$ cat config.mk
export PLATFORM = sky130hd
export DESIGN_NAME = alu_result_deserializer
export DESIGN_NICKNAME = d
export VERILOG_FILES = /design/src/rtl/alu_result_deserializer.sv
export SDC_FILE = /design/constraint.sdc
export NUM_CORES = 1
export LEC_CHECK = 0
export BUFFER_PORTS_ARGS = -buffer_cell sky130_fd_sc_hd__buf_2
export CAP_MARGIN = 20
export CORE_MARGIN = 2
export CORE_UTILIZATION = 40
export DETAILED_ROUTE_END_ITERATION = 8
export GPL_ROUTABILITY_DRIVEN = 0
export GPL_TIMING_DRIVEN = 0
export PLACE_DENSITY = 0.67
export SYNTH_ARGS = -nofsm -noshare
export SYNTH_HDL_FRONTEND = slang
export SYNTH_SLANG_ARGS = --single-unit
$ cat constraint.sdc
create_clock -name clk -period 3.4 [get_ports clk]
set_clock_uncertainty 0.05 [all_clocks]
set_input_delay 0.17 -clock clk [delete_from_list [all_inputs] [get_ports clk]]
set_output_delay 0.17 -clock clk [all_outputs]
set_load 0.02 [all_outputs]
$ cat src/rtl/alu_result_deserializer.sv
// alu_result_deserializer
// Receive-side decoder for the ALU serial response stream on `sout`.
// Rebuilds each response (4 DATA + 1 CTL, or a single CTL error packet)
// into one parallel transaction. It checks framing, packet-type order,
// the CRC3 of data responses and the parity of error responses.
// A good response gives a one-cycle res_valid pulse, and the result fields
// hold until the next good response. A broken response gives a one-cycle
// frame_err pulse and leaves the result fields unchanged.

module alu_result_deserializer #(
  parameter int GAP_MAX  = 64,
  parameter int PKT_BITS = 11
) (
  input  logic        clk,
  input  logic        rst_n,
  input  logic        sout,
  output logic        res_valid,
  output logic        res_is_err,
  output logic [31:0] res_c,
  output logic [7:0]  res_ctl,
  output logic        res_chk_ok,
  output logic        frame_err
);

  // A packet is start + type + payload + stop, so the payload is PKT_BITS-3 bits.
  localparam int DATA_BITS = PKT_BITS - 3;
  localparam logic [2:0] DATA_LAST = 3'(DATA_BITS - 1);
  localparam int GAP_W = $clog2(GAP_MAX + 1);
  localparam logic [GAP_W-1:0] GAP_LAST = GAP_W'(GAP_MAX - 1);
  localparam logic [2:0] CTL_IDX = 3'd4;

  typedef enum logic [2:0] {
    S_RESYNC,
    S_IDLE,
    S_TYPE,
    S_DATA,
    S_STOP
  } state_t;

  state_t state, state_nxt;

  logic [2:0]       bit_cnt;
  logic             type_bit;    // 1 = CTL packet
  logic [7:0]       shreg;       // payload byte, MSB first
  logic [2:0]       pkt_idx;     // packet position within the current response
  logic [31:0]      data_sr;     // DATA bytes collected so far, first byte ends up as MSB
  logic [GAP_W-1:0] gap_cnt;

  logic pkt_done;     // a stop bit was sampled high
  logic stop_err;     // a stop bit was sampled low
  logic gap_expire;   // idle too long inside a response
  logic seq_err;      // packet type not allowed at this index
  logic err_done;     // single-CTL error response complete
  logic data_done;    // 4 DATA + CTL response complete
  logic discard;
  logic [2:0] crc_calc;

  // CRC3 with polynomial x^3+x+1 and init 0, bit 36 shifted in first.
  function automatic logic [2:0] crc3(input logic [36:0] v);
    logic [2:0] r;
    logic       fb;
    r = '0;
    for (int i = 36; i >= 0; i--) begin
      // NOTE: blocking assignments are correct here: each step of the loop
      // must see the CRC value that the previous step just produced.
      fb = v[i] ^ r[2];
      r  = {r[1], r[0] ^ fb, fb};
    end
    return r;
  endfunction

  // Bit-level state register; RESYNC after reset so that a low line is never taken as a start bit.
  always_ff @(posedge clk or negedge rst_n) begin
    if (!rst_n) state <= S_RESYNC;
    else        state <= state_nxt;
  end

  // Next-state logic and per-packet events.
  always_comb begin
    // NOTE: every signal gets a default first. This stops a path that does
    // not assign it from inferring a latch.
    state_nxt  = state;
    pkt_done   = 1'b0;
    stop_err   = 1'b0;
    gap_expire = 1'b0;
    unique case (state)
      S_RESYNC: if (sout) state_nxt = S_IDLE;
      S_IDLE: begin
        if (!sout)
          state_nxt = S_TYPE;
        else if (pkt_idx != 3'd0 && gap_cnt == GAP_LAST)
          gap_expire = 1'b1;
      end
      S_TYPE: state_nxt = S_DATA;
      S_DATA: if (bit_cnt == DATA_LAST) state_nxt = S_STOP;
      S_STOP: begin
        if (sout) begin
          state_nxt = S_IDLE;
          pkt_done  = 1'b1;
        end else begin
          state_nxt = S_RESYNC;
          stop_err  = 1'b1;
        end
      end
      default: state_nxt = S_RESYNC;
    endcase
  end

  // Response-level classification of the packet that just finished.
  always_comb begin
    seq_err   = 1'b0;
    err_done  = 1'b0;
    data_done = 1'b0;
    if (pkt_done) begin
      if (pkt_idx == 3'd0)
        err_done = type_bit;
      else if (pkt_idx == CTL_IDX) begin
        data_done = type_bit;
        seq_err   = !type_bit;
      end else
        // A CTL at idx1..3 breaks the response. It does not start a new error response.
        seq_err = type_bit;
    end
    discard  = stop_err | seq_err | gap_expire;
    crc_calc = crc3({data_sr, 1'b0, shreg[6:3]});
  end

  // Per-packet shifter: capture the type bit, then shift in the payload MSB first.
  always_ff @(posedge clk or negedge rst_n) begin
    if (!rst_n) begin
      bit_cnt  <= '0;
      type_bit <= 1'b0;
      shreg    <= '0;
    end else begin
      if (state == S_TYPE) begin
        type_bit <= sout;
        bit_cnt  <= '0;
      end
      if (state == S_DATA) begin
        shreg   <= {shreg[6:0], sout};
        bit_cnt <= bit_cnt + 3'd1;
      end
    end
  end

  // Response assembly: packet index, collected DATA bytes and the inter-packet gap timer.
  always_ff @(posedge clk or negedge rst_n) begin
    if (!rst_n) begin
      pkt_idx <= '0;
      data_sr <= '0;
      gap_cnt <= '0;
    end else begin
      if (discard || err_done || data_done)
        pkt_idx <= '0;
      else if (pkt_done)
        pkt_idx <= pkt_idx + 3'd1;

      // Only DATA packets reach data_sr. A new response starts at idx0 and
      // shifts in four fresh bytes, so stale bytes never reach res_c.
      if (pkt_done && !type_bit)
        data_sr <= {data_sr[23:0], shreg};

      if (discard || err_done || data_done || (state == S_IDLE && !sout))
        gap_cnt <= '0;
      else if (state == S_IDLE && pkt_idx != 3'd0)
        gap_cnt <= gap_cnt + 1'b1;
    end
  end

  // Result outputs: pulses for one cycle; the fields change only when a response completes.
  always_ff @(posedge clk or negedge rst_n) begin
    if (!rst_n) begin
      res_valid  <= 1'b0;
      res_is_err <= 1'b0;
      res_c      <= '0;
      res_ctl    <= '0;
      res_chk_ok <= 1'b0;
      frame_err  <= 1'b0;
    end else begin
      // NOTE: state registers use non-blocking assignments, so every
      // register updates from the values sampled at the same clock edge.
      res_valid <= err_done | data_done;
      frame_err <= discard;
      if (err_done) begin
        res_is_err <= 1'b1;
        res_c      <= '0;
        res_ctl    <= shreg;
        res_chk_ok <= ~^shreg;
      end else if (data_done) begin
        res_is_err <= 1'b0;
        res_c      <= data_sr;
        res_ctl    <= shreg;
        res_chk_ok <= (crc_calc == shreg[2:0]) && !shreg[7];
      end
    end
  end

endmodule
==> results of run 1 <==
[power groups by stage]
stage | Clock (mW) | Combinational [mW] | Sequential (mW)
after floorplan | 0 | 0.750 | 1.46
after global placement | 0 | 0.859 | 1.51
after detailed placement | 0 | 0.905 | 1.52
after CTS | 1.05 | 0.910 | 1.49
after global routing | 1.09 | 1.01 | 1.51
final | 1.03 | 0.899 | 1.49
[worst min-delay path by stage]
stage / startpoint / endpoint / slack (ps)
floorplan: rst_n / bit_cnt[0] / -180
global placement: res_ctl[1] / res_ctl[1] / 410
detailed placement: rst_n / res_ctl[6] / 220
CTS: sout / pkt_idx[1] / 180
global route: sout / pkt_idx[1] / 260
finish: sout / pkt_idx[1] / 190
[synth_stat cells]
| cell type | n | area (sq um) |
|---|---|---|
| dfrtp_1 | 101 | 2530 |
| nand2_1 | 82 | 308 |
| xnor2_1 | 41 | 359 |
| mux2_2 | 29 | 327 |
| a21oi_1 | 22 | 110 |
| nor2_1 | 22 | 82.6 |
| clkbuf_1 | 13 | 48.8 |
| xor2_1 | 13 | 114 |
| mux2_1 | 11 | 124 |
| a22o_1 | 10 | 87.6 |
| ha_1 | 6 | 75.1 |
| inv_1 | 5 | 18.8 |
| buf_2 | 4 | 20.0 |
| o21ai_0 | 4 | 20.0 |
| a221oi_1 | 3 | 26.3 |
| and3_1 | 3 | 18.8 |
| nand2b_1 | 3 | 18.8 |
| nand4_1 | 3 | 18.8 |
| a21o_1 | 2 | 15.0 |
| a22oi_1 | 2 | 15.0 |
| and2_1 | 2 | 12.5 |
| nand3_1 | 2 | 10.0 |
| nand3b_1 | 2 | 15.0 |
| o21ai_1 | 2 | 10.0 |
| xnor2_2 | 2 | 32.5 |
| xnor3_1 | 2 | 45.0 |
| a32o_1 | 1 | 10.0 |
| and4_1 | 1 | 8.76 |
| inv_2 | 1 | 3.75 |
| mux2i_1 | 1 | 10.0 |
| nor3b_1 | 1 | 7.51 |
| nor4_1 | 1 | 6.26 |
| o21bai_1 | 1 | 7.51 |
| xnor3_2 | 1 | 23.8 |
[logic make-up after synthesis]
kind of cell / after synthesis / share of synthesized area, %
and+or+nand+nor: 122 / 11.2
DFF: 101 / 55.7
xor gates and xnor gates: 59 / 12.7
AOI/OAI and AO/OA: 47 / 6.65
muxes: 41 / 10.1
buffers and inverters: 23 / 2.01
adders and majority gates: 6 / 1.65
[state kept, by name, summed over array words and instances, names as in the netlist]
register	cells
res_ctl	8
state	3
frame_err	1
gap_cnt	7
bit_cnt	3
res_valid	1
res_is_err	1
res_chk_ok	1
pkt_idx	3
res_c	32
type_bit	1
data_sr	32
shreg	8
[metrics by stage]
stage / utilization (%) / power [mW] / hold slack, ps / std cells
after floorplan: - / 2.21 / -176 / 399
after global placement: 45.1 / 2.37 / 407 / 584
after detailed placement: 45.4 / 2.42 / 224 / 585
after CTS: 48.1 / 3.45 / 185 / 601
after global routing: 48.1 / 3.62 / 264 / 601
final: 48.1 / 3.42 / 192 / 601
[area by class of cell]
cell class	count	area, sq um	share of cell area, %
timing repair buffer	47	258	4.90
multi-input combinational	275	1920	36.5
clock inverter	5	61.3	1.17
clock buffer	10	229	4.35
sequential	101	2530	48.0
tap	140	175	3.33
inverter	6	22.5	0.428
buffer	17	68.8	1.31
[routing by layer]
layer	wire, um	vias up	share of wire [%]	track usage (%)
met4	191	0	2.1	7.17
met3	256	14	2.8	2.96
met5	0	-	0	0
met2	4520	40	49	25.7
li1	-	1440	-	-
met1	4280	1467	46	21.0
[critical path: cells and delay by family (launching register included)]
| family | cells | cell delay [ps] |
|---|---|---|
| buf+inv | 2 | 700 |
| compound gates | 1 | 140 |
| flops | 1 | 360 |
| simple gates | 4 | 1380 |
==> reports/results.ini, run 1 <==
[status]
status = completed

[floorplan]
core_area_sq_mm = 0.0109
ios = 47
die_y_um = 111
rows = 38
fp.dieArea_sq_mm = 0.0122
initial_core_util_pct = 41.5
die_w_um = 111

[critical_path]
cp_slowest_stage_delay_ps = 520
cp.arrival_ps = 2940
worstPathCellList = clkbuf_1, nor3b_1, nand2_1, nor2_1, clkbuf_1, nand2_1, a21oi_1
crit_required_ps = 3630
slowest_stage = nor3b_1
endpoint_kind = flip-flop
reg2reg_setup_slack_ps = 680
endpoint = res_c[5]
rr_worst_depth = 7
crit_path_start_kind = flip-flop
timing.rr.start = state[0]
crit_start = state[0]
crit_fanout = 10
crit_type = reg2reg
rr_endpoint = res_c[5]

[finish]
final_cell_mix = 101 x dfrtp_1, 82 x nand2_1, 48 x buf_2, 41 x xnor2_1, 29 x mux2_2
diodes = 0
syn_to_final_growth_pct = 15.9
fin_nets = 466
final_common_cell = dfrtp_1
fillCellCount = 1007
drive_gt1_share_pct = 21.0
final_area_sq_mm = 0.00526

[yosys]
syn_inst = 399
synth.cell_area_sq_mm = 0.00454
ys_ff_latch = 101
syn_nets = 408
yosys_warnings = 0
synthDistinctLibCells = 34
synth.avg_cell_area_sq_um = 11.4
synth_seq_area_share_pct = 55.7

[drt]
first_pass_iters = 4
postRouteAntennaNets = 0
drt-total-wl_um = 9250
drt_iter0_drc = 118
wire_per_inst_um = 15.4
post-route-drc-count = 0
num_vias = 2961
vias_per_cell = 4.93

[place]
dpl_worst_slack_ps = 680
dp_hpwl_um = 6590
place_area_sq_mm = 0.00496
port-buffer-count = 45

[sta]
final_max_slew_viol_count = 0
rsz0062_at_grt = no
clock.fmax_mhz = 368
min_period_ps = 2720
tightest_slew_ps = 727
setup-tns-final_ps = 0
slew_headroom_pct = 51.5
setup_viol = 0
setup_slack_ps = 681
finalCritPeriodShare_pct = 80.0
hold_violations = 0

[min_path]
whs_path_depth = 3
holdCritPathClass = in2reg

[clock_tree]
clkSlewWorstSetupHoldPaths_ps = 70
cts.htree.levels = 3
cts_resized = 0
numClockSinks = 101
clock_latency_ps = 350
cts_root_buf = clkbuf_16
holdBufCountCts = 1
cts_buffers = 9
clockBufferDepth = 2
cts_tree = done
cts_setup_buffers = 0

[power]
intPower_mw = 2.36
p_sw_mw = 1.06
powerDensity_mw_per_mm2 = 650
swShare_pct = 30.9
power_frac_seq_pct = 43.6
p_comb_share_pct = 26.3
cellLeakagePower_nw = 2.60
worst_ir_drop_vdd_uv = 249
p_clk_share_pct = 30.1

[global_routing]
grt_max_degree = 59
overflow = 0
grt_pass1_vias = 3070
grt_usage_pct = 15.9
grt_pass1_wl_um = 15600
grt_antenna_before_repair = 0

[run]
cap_violations = 0

Power figures use the tool's default switching activity.
==> inputs of run 2 (changes only) <==
==> constraint.sdc (replaced) <==
create_clock -name clk -period 2.6 [get_ports clk]
set_clock_uncertainty 0.05 [all_clocks]
set_input_delay 0.13 -clock clk [delete_from_list [all_inputs] [get_ports clk]]
set_output_delay 0.13 -clock clk [all_outputs]
set_load 0.02 [all_outputs]
==> reports/results.ini, run 2 (same netlist as run 1, synthesis figures left out) <==
[sta]
rsz0062_at_grt = no
slew_headroom_pct = 51.3  ; -0.22 points
clock.fmax_mhz = 415  ; +13%
hold_violations = 0  ; unchanged
setup-tns-final_ps = 0  ; unchanged
setup_viol = 0  ; unchanged
fin_hold_ws_ps = 196  ; +4.00 ps
finalCritPeriodShare_pct = 92.8  ; +13 points
final_max_slew_viol_count = 0  ; unchanged
setup_slack_ps = 188  ; -493 ps
tightest_slew_ps = 731  ; +3.30 ps
min_period_ps = 2410  ; -307 ps

[place]
dp.cells = 585  ; unchanged
place_area_sq_mm = 0.00496  ; unchanged
port-buffer-count = 45  ; unchanged
dpl_worst_slack_ps = -120  ; -800 ps
dp_hpwl_um = 6590  ; unchanged

[global_routing]
overflow = 0  ; unchanged
use_met3_pct = 2.96  ; unchanged
grt_antenna_before_repair = 0  ; unchanged
grt_max_degree = 59  ; unchanged
use_met2_pct = 25.7  ; -0.041 points
grt_pass1_wl_um = 15600  ; about the same
grt_usage_pct = 15.9  ; about the same
grt_pass1_vias = 3066  ; -0.13%
grt.busiest_layer = met2
grt_util_met1_pct = 21.0  ; unchanged

[floorplan]
ios = 47  ; unchanged
initial_core_util_pct = 41.5  ; unchanged
fp.dieArea_sq_mm = 0.0122  ; unchanged
core_area_sq_mm = 0.0109  ; unchanged
rows = 38  ; unchanged
die_w_um = 111  ; unchanged
die_y_um = 111  ; unchanged

[clock_tree]
clock_latency_ps = 350  ; about the same
cts_root_buf = clkbuf_16
cts.htree.levels = 3  ; unchanged
clkSlewWorstSetupHoldPaths_ps = 70  ; about the same
clockBufferDepth = 2  ; unchanged
numClockSinks = 101  ; unchanged
cts_buffers = 9  ; unchanged
cts_tree = done

[finish]
fin_cells = 601  ; unchanged
diodes = 0  ; unchanged
final_cell_mix = 101 x dfrtp_1, 82 x nand2_1, 48 x buf_2, 41 x xnor2_1, 29 x mux2_2
final_common_cell = dfrtp_1
syn_to_final_growth_pct = 16.9
drive_gt1_share_pct = 22.8  ; +1.7 points
fin_util_pct = 48.5  ; +0.39 points
fin_nets = 466  ; unchanged
reg_top3 = data_sr: 32 flops, res_c: 32 flops
final_area_sq_mm = 0.00530  ; +0.81%

[critical_path]
crit_path_start_kind = flip-flop
endpoint_kind = flip-flop
cp.arrival_ps = 2600  ; -340 ps
crit_fanout = 4  ; -6
crit_type = reg2reg
cp_slowest_stage_delay_ps = 490  ; -30 ps
timing.rr.start = data_sr[10]
worstPathCellList = xnor2_1, xnor3_2, xnor2_2, xnor3_1, and3_1, a221oi_1, o21ai_1
slowest_stage = xnor3_2
crit_required_ps = 2780  ; -850 ps
crit_start = data_sr[10]

[drt]
drt-total-wl_um = 9250  ; about the same
wire_per_inst_um = 15.4  ; about the same
drt_iter0_drc = 124  ; +5.1%
post-route-drc-count = 0  ; unchanged
first_pass_iters = 4  ; unchanged
postRouteAntennaNets = 0  ; unchanged
vias_per_cell = 4.97  ; +0.78%
num_vias = 2984  ; +0.78%

[min_path]
holdCritPathClass = in2reg
worstHoldStart = sout

[power]
cellLeakagePower_nw = 2.61  ; +0.42%
intPower_mw = 3.11  ; +32%
power_frac_seq_pct = 43.3  ; -0.3 points
swShare_pct = 31.0  ; +0.096 points
worst_ir_drop_vdd_uv = 326  ; +31%
power_mw = 4.51  ; +32%
p_comb_share_pct = 26.9  ; +0.6 points
p_clk_share_pct = 29.8  ; -0.3 points
p_sw_mw = 1.40  ; +32%
powerDensity_mw_per_mm2 = 851  ; +31%

[run]
cap_violations = 0  ; unchanged

[status]
status = completed

-- run 2: cell counts in the layout (fill, tap and decap cells not counted) --
Identical to the previous run, type by type.
-- run 2: critical path, delay by kind of cell (launching register included) --
family	cells	cell delay, ps
XOR/XNOR	4	1210
AND/OR/NAND/NOR	1	200
flip-flops	1	470
AO/OA/AOI/OAI	2	370
-- run 2: per-layer routing --
| metal | vias to the layer above | part of all wire (%) | routed length, um |
|---|---|---|---|
| met5 | - | 0 | 0 |
| met4 | 0 | 2.0 | 184 |
| met3 | 14 | 2.2 | 201 |
| met2 | 34 | 49 | 4550 |
| met1 | 1495 | 47 | 4310 |
| li1 | 1441 | - | - |
-- run 2: power by group through the flow --
stage	Clock, mW	Combinational [mW]	Sequential (mW)
final	1.34	1.21	1.96
after global placement	0	1.12	1.97
after detailed placement	0	1.18	1.98
after global routing	1.42	1.36	1.99
after CTS	1.37	1.19	1.96
after floorplan	0	0.981	1.91
-- run 2: timing repair --
action                                  CTS  global route
resized for setup                         4             8
pin swaps                                 0             1
hold buffers                              1             0
hold endpoints to repair                 57             0
endpoints found under the setup margin   48            71
setup buffers                             0             0
-- run 2: worst paths after layout --
| check | slack [ps] | cells after the start | endpoint |
|---|---|---|---|
| setup / recovery | 190 | 7 | res_chk_ok |
| min in group asynchronous | 320 | 2 | res_ctl[6] |
| hold reg to reg | 430 | 2 | res_ctl[2] |
| max in group asynchronous | 1490 | 3 | data_sr[24] |
| setup reg to reg | 190 | 7 | res_chk_ok |
| hold / removal | 200 | 3 | pkt_idx[1] |
-- run 2: area by class of cell --
type | instances | area [sq um]
Sequential cell | 101 | 2530
Fill cell | 1008 | 5630
Clock inverter | 5 | 61.3
Buffer | 17 | 71.3
Multi-Input combinational cell | 275 | 1960
Timing Repair Buffer | 47 | 258
Clock buffer | 10 | 229
Inverter | 6 | 22.5
Tap cell | 140 | 175
